[config.mk]
export PLATFORM = sky130hd
export DESIGN_NAME = pipe_hazard_ctrl
export DESIGN_NICKNAME = d
export VERILOG_FILES = /design/src/rtl/pipe_hazard_ctrl.sv
export SDC_FILE = /design/constraint.sdc
export NUM_CORES = 1
export LEC_CHECK = 0
export CAP_MARGIN = 20
export CELL_PAD_IN_SITES_DETAIL_PLACEMENT = 1
export CELL_PAD_IN_SITES_GLOBAL_PLACEMENT = 2
export CORE_MARGIN = 3
export CORE_UTILIZATION = 29
export DETAILED_ROUTE_END_ITERATION = 16
export GPL_ROUTABILITY_DRIVEN = 0
export PLACE_DENSITY_LB_ADDON = 0.1
export SYNTH_ARGS = -nofsm -noshare
export SYNTH_HDL_FRONTEND = slang
export SYNTH_SLANG_ARGS = --single-unit
[constraint.sdc]
create_clock -name clk -period 3.24 [get_ports clk]
set_clock_uncertainty 0.05 [all_clocks]
set_input_delay 0.972 -clock clk [delete_from_list [all_inputs] [get_ports clk]]
set_output_delay 0.972 -clock clk [all_outputs]
set_load 0.1 [all_outputs]
[src/rtl/pipe_hazard_ctrl.sv]
// Stall/flush controller for the five-stage pipeline: load-use interlock,
// EX-resolved redirects, variable-latency memory wait with timeout halt.
module pipe_hazard_ctrl #(
    parameter int TIMEOUT = 16,
    parameter int CNT_W   = 16
) (
    input  logic             clk,
    input  logic             rst,
    input  logic [4:0]       id_rs,
    input  logic [4:0]       id_rt,
    input  logic             id_uses_rt,
    input  logic             ex_memRead,
    input  logic [4:0]       ex_writeReg,
    input  logic             ex_redirect,
    input  logic             mem_req,
    input  logic             mem_ready,
    output logic             pc_write,
    output logic             ifid_write,
    output logic             ifid_flush,
    output logic             idex_write,
    output logic             idex_flush,
    output logic             exmem_write,
    output logic             memwb_bubble,
    output logic             halted,
    output logic [1:0]       state,
    output logic [CNT_W-1:0] stall_cnt,
    output logic [CNT_W-1:0] flush_cnt
);

    localparam logic [1:0] ST_RUN      = 2'd0;
    localparam logic [1:0] ST_MEM_WAIT = 2'd1;
    localparam logic [1:0] ST_HALT     = 2'd2;

    localparam logic [8:0]       TIMEOUT_W = 9'(TIMEOUT);
    localparam logic [CNT_W-1:0] CNT_MAX   = {CNT_W{1'b1}};

    logic [1:0]       state_r;
    logic [1:0]       next_state_s;
    logic [7:0]       wait_cnt_r;
    logic [CNT_W-1:0] stall_cnt_r;
    logic [CNT_W-1:0] flush_cnt_r;

    logic mem_stall_s;
    logic lu_hazard_s;
    logic timeout_s;
    logic stall_inc_s;
    logic flush_inc_s;

    assign mem_stall_s = (state_r != ST_HALT) & mem_req & ~mem_ready;
    assign lu_hazard_s = ex_memRead & (ex_writeReg != 5'd0) &
                         ((ex_writeReg == id_rs) | (id_uses_rt & (ex_writeReg == id_rt)));
    // Widened compare so wait_cnt+1 cannot wrap before matching TIMEOUT.
    assign timeout_s   = (({1'b0, wait_cnt_r} + 9'd1) == TIMEOUT_W);
    assign stall_inc_s = (state_r != ST_HALT) & (mem_stall_s | (lu_hazard_s & ~ex_redirect));
    assign flush_inc_s = (state_r != ST_HALT) & ex_redirect & ~mem_stall_s;

    assign state     = state_r;
    assign stall_cnt = stall_cnt_r;
    assign flush_cnt = flush_cnt_r;

    // State register.
    always_ff @(posedge clk or negedge rst) begin
        if (!rst) begin
            state_r <= ST_RUN;
        end else begin
            state_r <= next_state_s;
        end
    end

    // Next-state logic; HALT is sticky until reset.
    always_comb begin
        next_state_s = state_r;
        case (state_r)
            ST_RUN, ST_MEM_WAIT: begin
                if (mem_stall_s) begin
                    if (timeout_s) begin
                        next_state_s = ST_HALT;
                    end else begin
                        next_state_s = ST_MEM_WAIT;
                    end
                end else begin
                    next_state_s = ST_RUN;
                end
            end
            ST_HALT: next_state_s = ST_HALT;
            default: next_state_s = ST_RUN;
        endcase
    end

    // Pipeline register controls, highest-priority condition first.
    always_comb begin
        pc_write     = 1'b1;
        ifid_write   = 1'b1;
        ifid_flush   = 1'b0;
        idex_write   = 1'b1;
        idex_flush   = 1'b0;
        exmem_write  = 1'b1;
        memwb_bubble = 1'b0;
        halted       = 1'b0;
        if (!rst) begin
            pc_write     = 1'b0;
            ifid_write   = 1'b0;
            ifid_flush   = 1'b1;
            idex_write   = 1'b0;
            idex_flush   = 1'b1;
            exmem_write  = 1'b0;
            memwb_bubble = 1'b1;
        end else if (state_r == ST_HALT) begin
            pc_write     = 1'b0;
            ifid_write   = 1'b0;
            idex_write   = 1'b0;
            exmem_write  = 1'b0;
            memwb_bubble = 1'b1;
            halted       = 1'b1;
        end else if (mem_stall_s) begin
            pc_write     = 1'b0;
            ifid_write   = 1'b0;
            idex_write   = 1'b0;
            exmem_write  = 1'b0;
            memwb_bubble = 1'b1;
        end else if (ex_redirect) begin
            ifid_flush   = 1'b1;
            idex_flush   = 1'b1;
        end else if (lu_hazard_s) begin
            pc_write     = 1'b0;
            ifid_write   = 1'b0;
            idex_flush   = 1'b1;
        end else begin
            pc_write     = 1'b1;
        end
    end

    // Consecutive memory-wait cycle counter.
    always_ff @(posedge clk or negedge rst) begin
        if (!rst) begin
            wait_cnt_r <= 8'd0;
        end else if (mem_stall_s) begin
            wait_cnt_r <= wait_cnt_r + 8'd1;
        end else begin
            wait_cnt_r <= 8'd0;
        end
    end

    // Saturating stall and flush event counters.
    always_ff @(posedge clk or negedge rst) begin
        if (!rst) begin
            stall_cnt_r <= '0;
            flush_cnt_r <= '0;
        end else begin
            if (stall_inc_s && (stall_cnt_r != CNT_MAX)) begin
                stall_cnt_r <= stall_cnt_r + {{(CNT_W-1){1'b0}}, 1'b1};
            end else begin
                stall_cnt_r <= stall_cnt_r;
            end
            if (flush_inc_s && (flush_cnt_r != CNT_MAX)) begin
                flush_cnt_r <= flush_cnt_r + {{(CNT_W-1){1'b0}}, 1'b1};
            end else begin
                flush_cnt_r <= flush_cnt_r;
            end
        end
    end

endmodule

==> results.json <==
{
  "via_per_inst": 4.64,
  "slowest_delay_ns": 0.29,
  "cp_top_family": "simple AND/OR/NAND/NOR gates",
  "timing.hold.ws_ns": 0.422,
  "synth_flop_cell": "dfrtp_1",
  "ff2ff_setup_slack_ns": 0.73,
  "yosysUniqueCellTypes": 36,
  "cellLeakagePower_nw": 1.51,
  "start_kind": "input pin",
  "grt_antenna_before_repair": 0,
  "wl_per_cell_um": 14.8,
  "numClockSinks": 42,
  "report.final.slew_viol_count": 0,
  "ys_seq_elements": 42,
  "rsz0062_at_grt": "true",
  "setup_ws_ns": -0.0297,
  "yosys-top-cells-area": "dfrtp_1, xnor2_1, xor2_1",
  "cts-buffers-inserted": 5,
  "worst-endpoint-arrival_ns": 2.25,
  "postSynthAreaPerCell_um2": 10.7,
  "placementRows": 30,
  "remaining_drc_errors": 0,
  "initial_core_util_pct": 30.6,
  "powerDensity_mw_per_mm2": 631,
  "slew_headroom_pct": 75.1,
  "worst-path-max-fanout": 3,
  "critical_path_class": "input pin to output pin",
  "cts_tree": "done",
  "hold_path.class": "flop to flop",
  "fillers": 779,
  "clk_pin_slew_worst_paths_ns": 0.08,
  "cts_max_path_buffers": 2,
  "min_period_over_period_pct": 101,
  "setup_viol": 3,
  "drt_iter0_drc": 25,
  "antenna_left": 0,
  "synth_area_leader_cell": "dfrtp_1",
  "coreArea_mm2": 0.00694,
  "stdcell_count": 388,
  "num_vias": 1800,
  "ff2ff_path_depth": 13,
  "fmax_mhz": 306,
  "dp_cells": 370,
  "hold-path-cell-count": 1,
  "grt_pass1_vias": 1963,
  "syn_area_mm2": 0.00213,
  "final_nets": 316,
  "htreeDepth": 2,
  "critPathBufInv": 2,
  "ys_async_sr_fraction_pct": 100,
  "drtPass1Iterations": 2,
  "synth_nets": 224,
  "synth_top_cells_by_count": "dfrtp_1, xnor2_1, nand2_1",
  "finalHoldViolations": 0,
  "timing.final.crit_period_ns": 3.27,
  "routed_wl_mm": 5.76,
  "outcome": "complete, but fails checks",
  "crit_required_ns": 2.22,
  "yosysTopAreaCellShare_pct": 49.4,
  "crit_cells": 7,
  "critPathMostFrequentCell": "buf_12",
  "crit_start": "ex_writeReg[2]",
  "r2r-start": "state[1]",
  "crit_slowest_cell": "nor4_4",
  "yosysMostFrequentCell": "dfrtp_1",
  "cts.root.buffer_cell": "clkbuf_8",
  "diodes": 0,
  "grt_max_degree": 27,
  "clock_latency_ns": 0.30,
  "ys_warn_count": 0,
  "fin_setup_tns_ns": -0.0625,
  "seq_area_frac_synth_pct": 49.4,
  "vdd_drop_max_mv": 0.363,
  "drive_above_1_share_pct": 36.6,
  "area_growth_pct": 53.8,
  "syn-instance-count": 199,
  "cap_viol_max_count": 0,
  "crit_path_end_kind": "output pin",
  "tightest_slew_ns": 0.370,
  "grt_pass1_wl_mm": 9.58,
  "hold_path.startpoint": "wait_cnt_r[0]",
  "place_hpwl_mm": 4.34,
  "fin_util_pct": 47.1,
  "grt_usage_pct": 14.2,
  "fp.dieW_um": 91.6,
  "synth-edff-count": 0,
  "io_buffers": 63,
  "die-area_mm2": 0.00839,
  "crit_chain": "buf_12 > xor2_4 > nor4_4 > a32oi_2 > nor3_2 > nor2_4 > buf_12",
  "grt_overflow_total": 0,
  "violations": "negative setup slack",
  "ioPinCount": 64,
  "die_height_um": 91.6
}
[sequential cells by signal (all words and copies together), names as in the netlist]
register    count
state           2
flush_cnt      16
wait_cnt_r      8
stall_cnt      16
[per-layer routing]
layer	vias up	routed length [µm]	GRT usage, %
met2	36	2910	24.3
met1	888	2500	17.5
li1	870	-	-
met4	0	70	4.52
met5	-	0	0
met3	6	276	3.45
[where the power goes]
group / switching [W] / internal (W)
clock: 0.000179 / 0.000251
sequential: 0.0000963 / 0.000595
combinational: 0.000709 / 0.000233
total: 0.000984 / 0.00108
[layout by cell type, fill, tap and decap left out, drive strengths merged, types with 2 or more instances in the layout]
| cell | instances |
|---|---|
| nand2b | 2 |
| and3 | 6 |
| clkdlybuf4s50 | 3 |
| ha | 3 |
| a21oi | 4 |
| nor4b | 3 |
| nor4 | 3 |
| nand2 | 20 |
| buf | 75 |
| a211oi | 2 |
| or3 | 3 |
| o21ai | 5 |
| xor2 | 19 |
| inv | 2 |
| nor3 | 2 |
| nor2b | 3 |
| dlygate4sd2 | 7 |
| xnor2 | 24 |
| and4 | 2 |
| dfrtp | 42 |
| nand3 | 15 |
| clkbuf | 8 |
| nor2 | 15 |
| dlymetal6s2s | 2 |
| mux2 | 2 |
| nand4 | 11 |
[per-stage QoR]
step	power, W	worst slack [ns]	instance area (µm²)
global route	0.00215	-0.0860	3270
detailed placement	0.00163	-0.438	3030
floorplan	0.00137	-0.315	2230
global placement	0.00162	-0.406	3030
CTS	0.00208	-0.0256	3200
finish	0.00206	-0.0297	3270
[logic make-up after synthesis]
| family | Yosys count | synth area share [%] |
|---|---|---|
| buffers and inverters | 7 | 1.94 |
| adder cells (fa/ha/maj) | 3 | 1.77 |
| XOR/XNOR | 43 | 17.7 |
| AND/OR/NAND/NOR | 87 | 23.1 |
| AO/OA/AOI/OAI | 15 | 4.94 |
| multiplexers | 2 | 1.06 |
| flip-flops | 42 | 49.4 |
[area by class of cell]
cell class | count | area [µm²] | area share, %
inverter | 3 | 15.0 | 0.459
clock inverter | 1 | 30.0 | 0.918
clock buffer | 7 | 86.3 | 2.64
multi-input combinational | 150 | 1160 | 35.4
sequential | 42 | 1050 | 32.2
timing repair buffer | 89 | 808 | 24.7
tap | 96 | 120 | 3.67
[what timing repair did]
action                     CTS  global route
pin swaps                   18             8
setup endpoints to repair    4             5
hold buffers                 0             0
buffers inserted             8             2
resized for setup           41            13
[path summary, 6_finish.rpt]
path | endpoint
worst max-delay path | ifid_write
max in group asynchronous | state[0]
worst min register to register | wait_cnt_r[0]
worst max register to register | flush_cnt[6]
min in group asynchronous | flush_cnt[3]
worst min-delay path | wait_cnt_r[0]
Note: power is estimated with default switching activity, not from simulation.
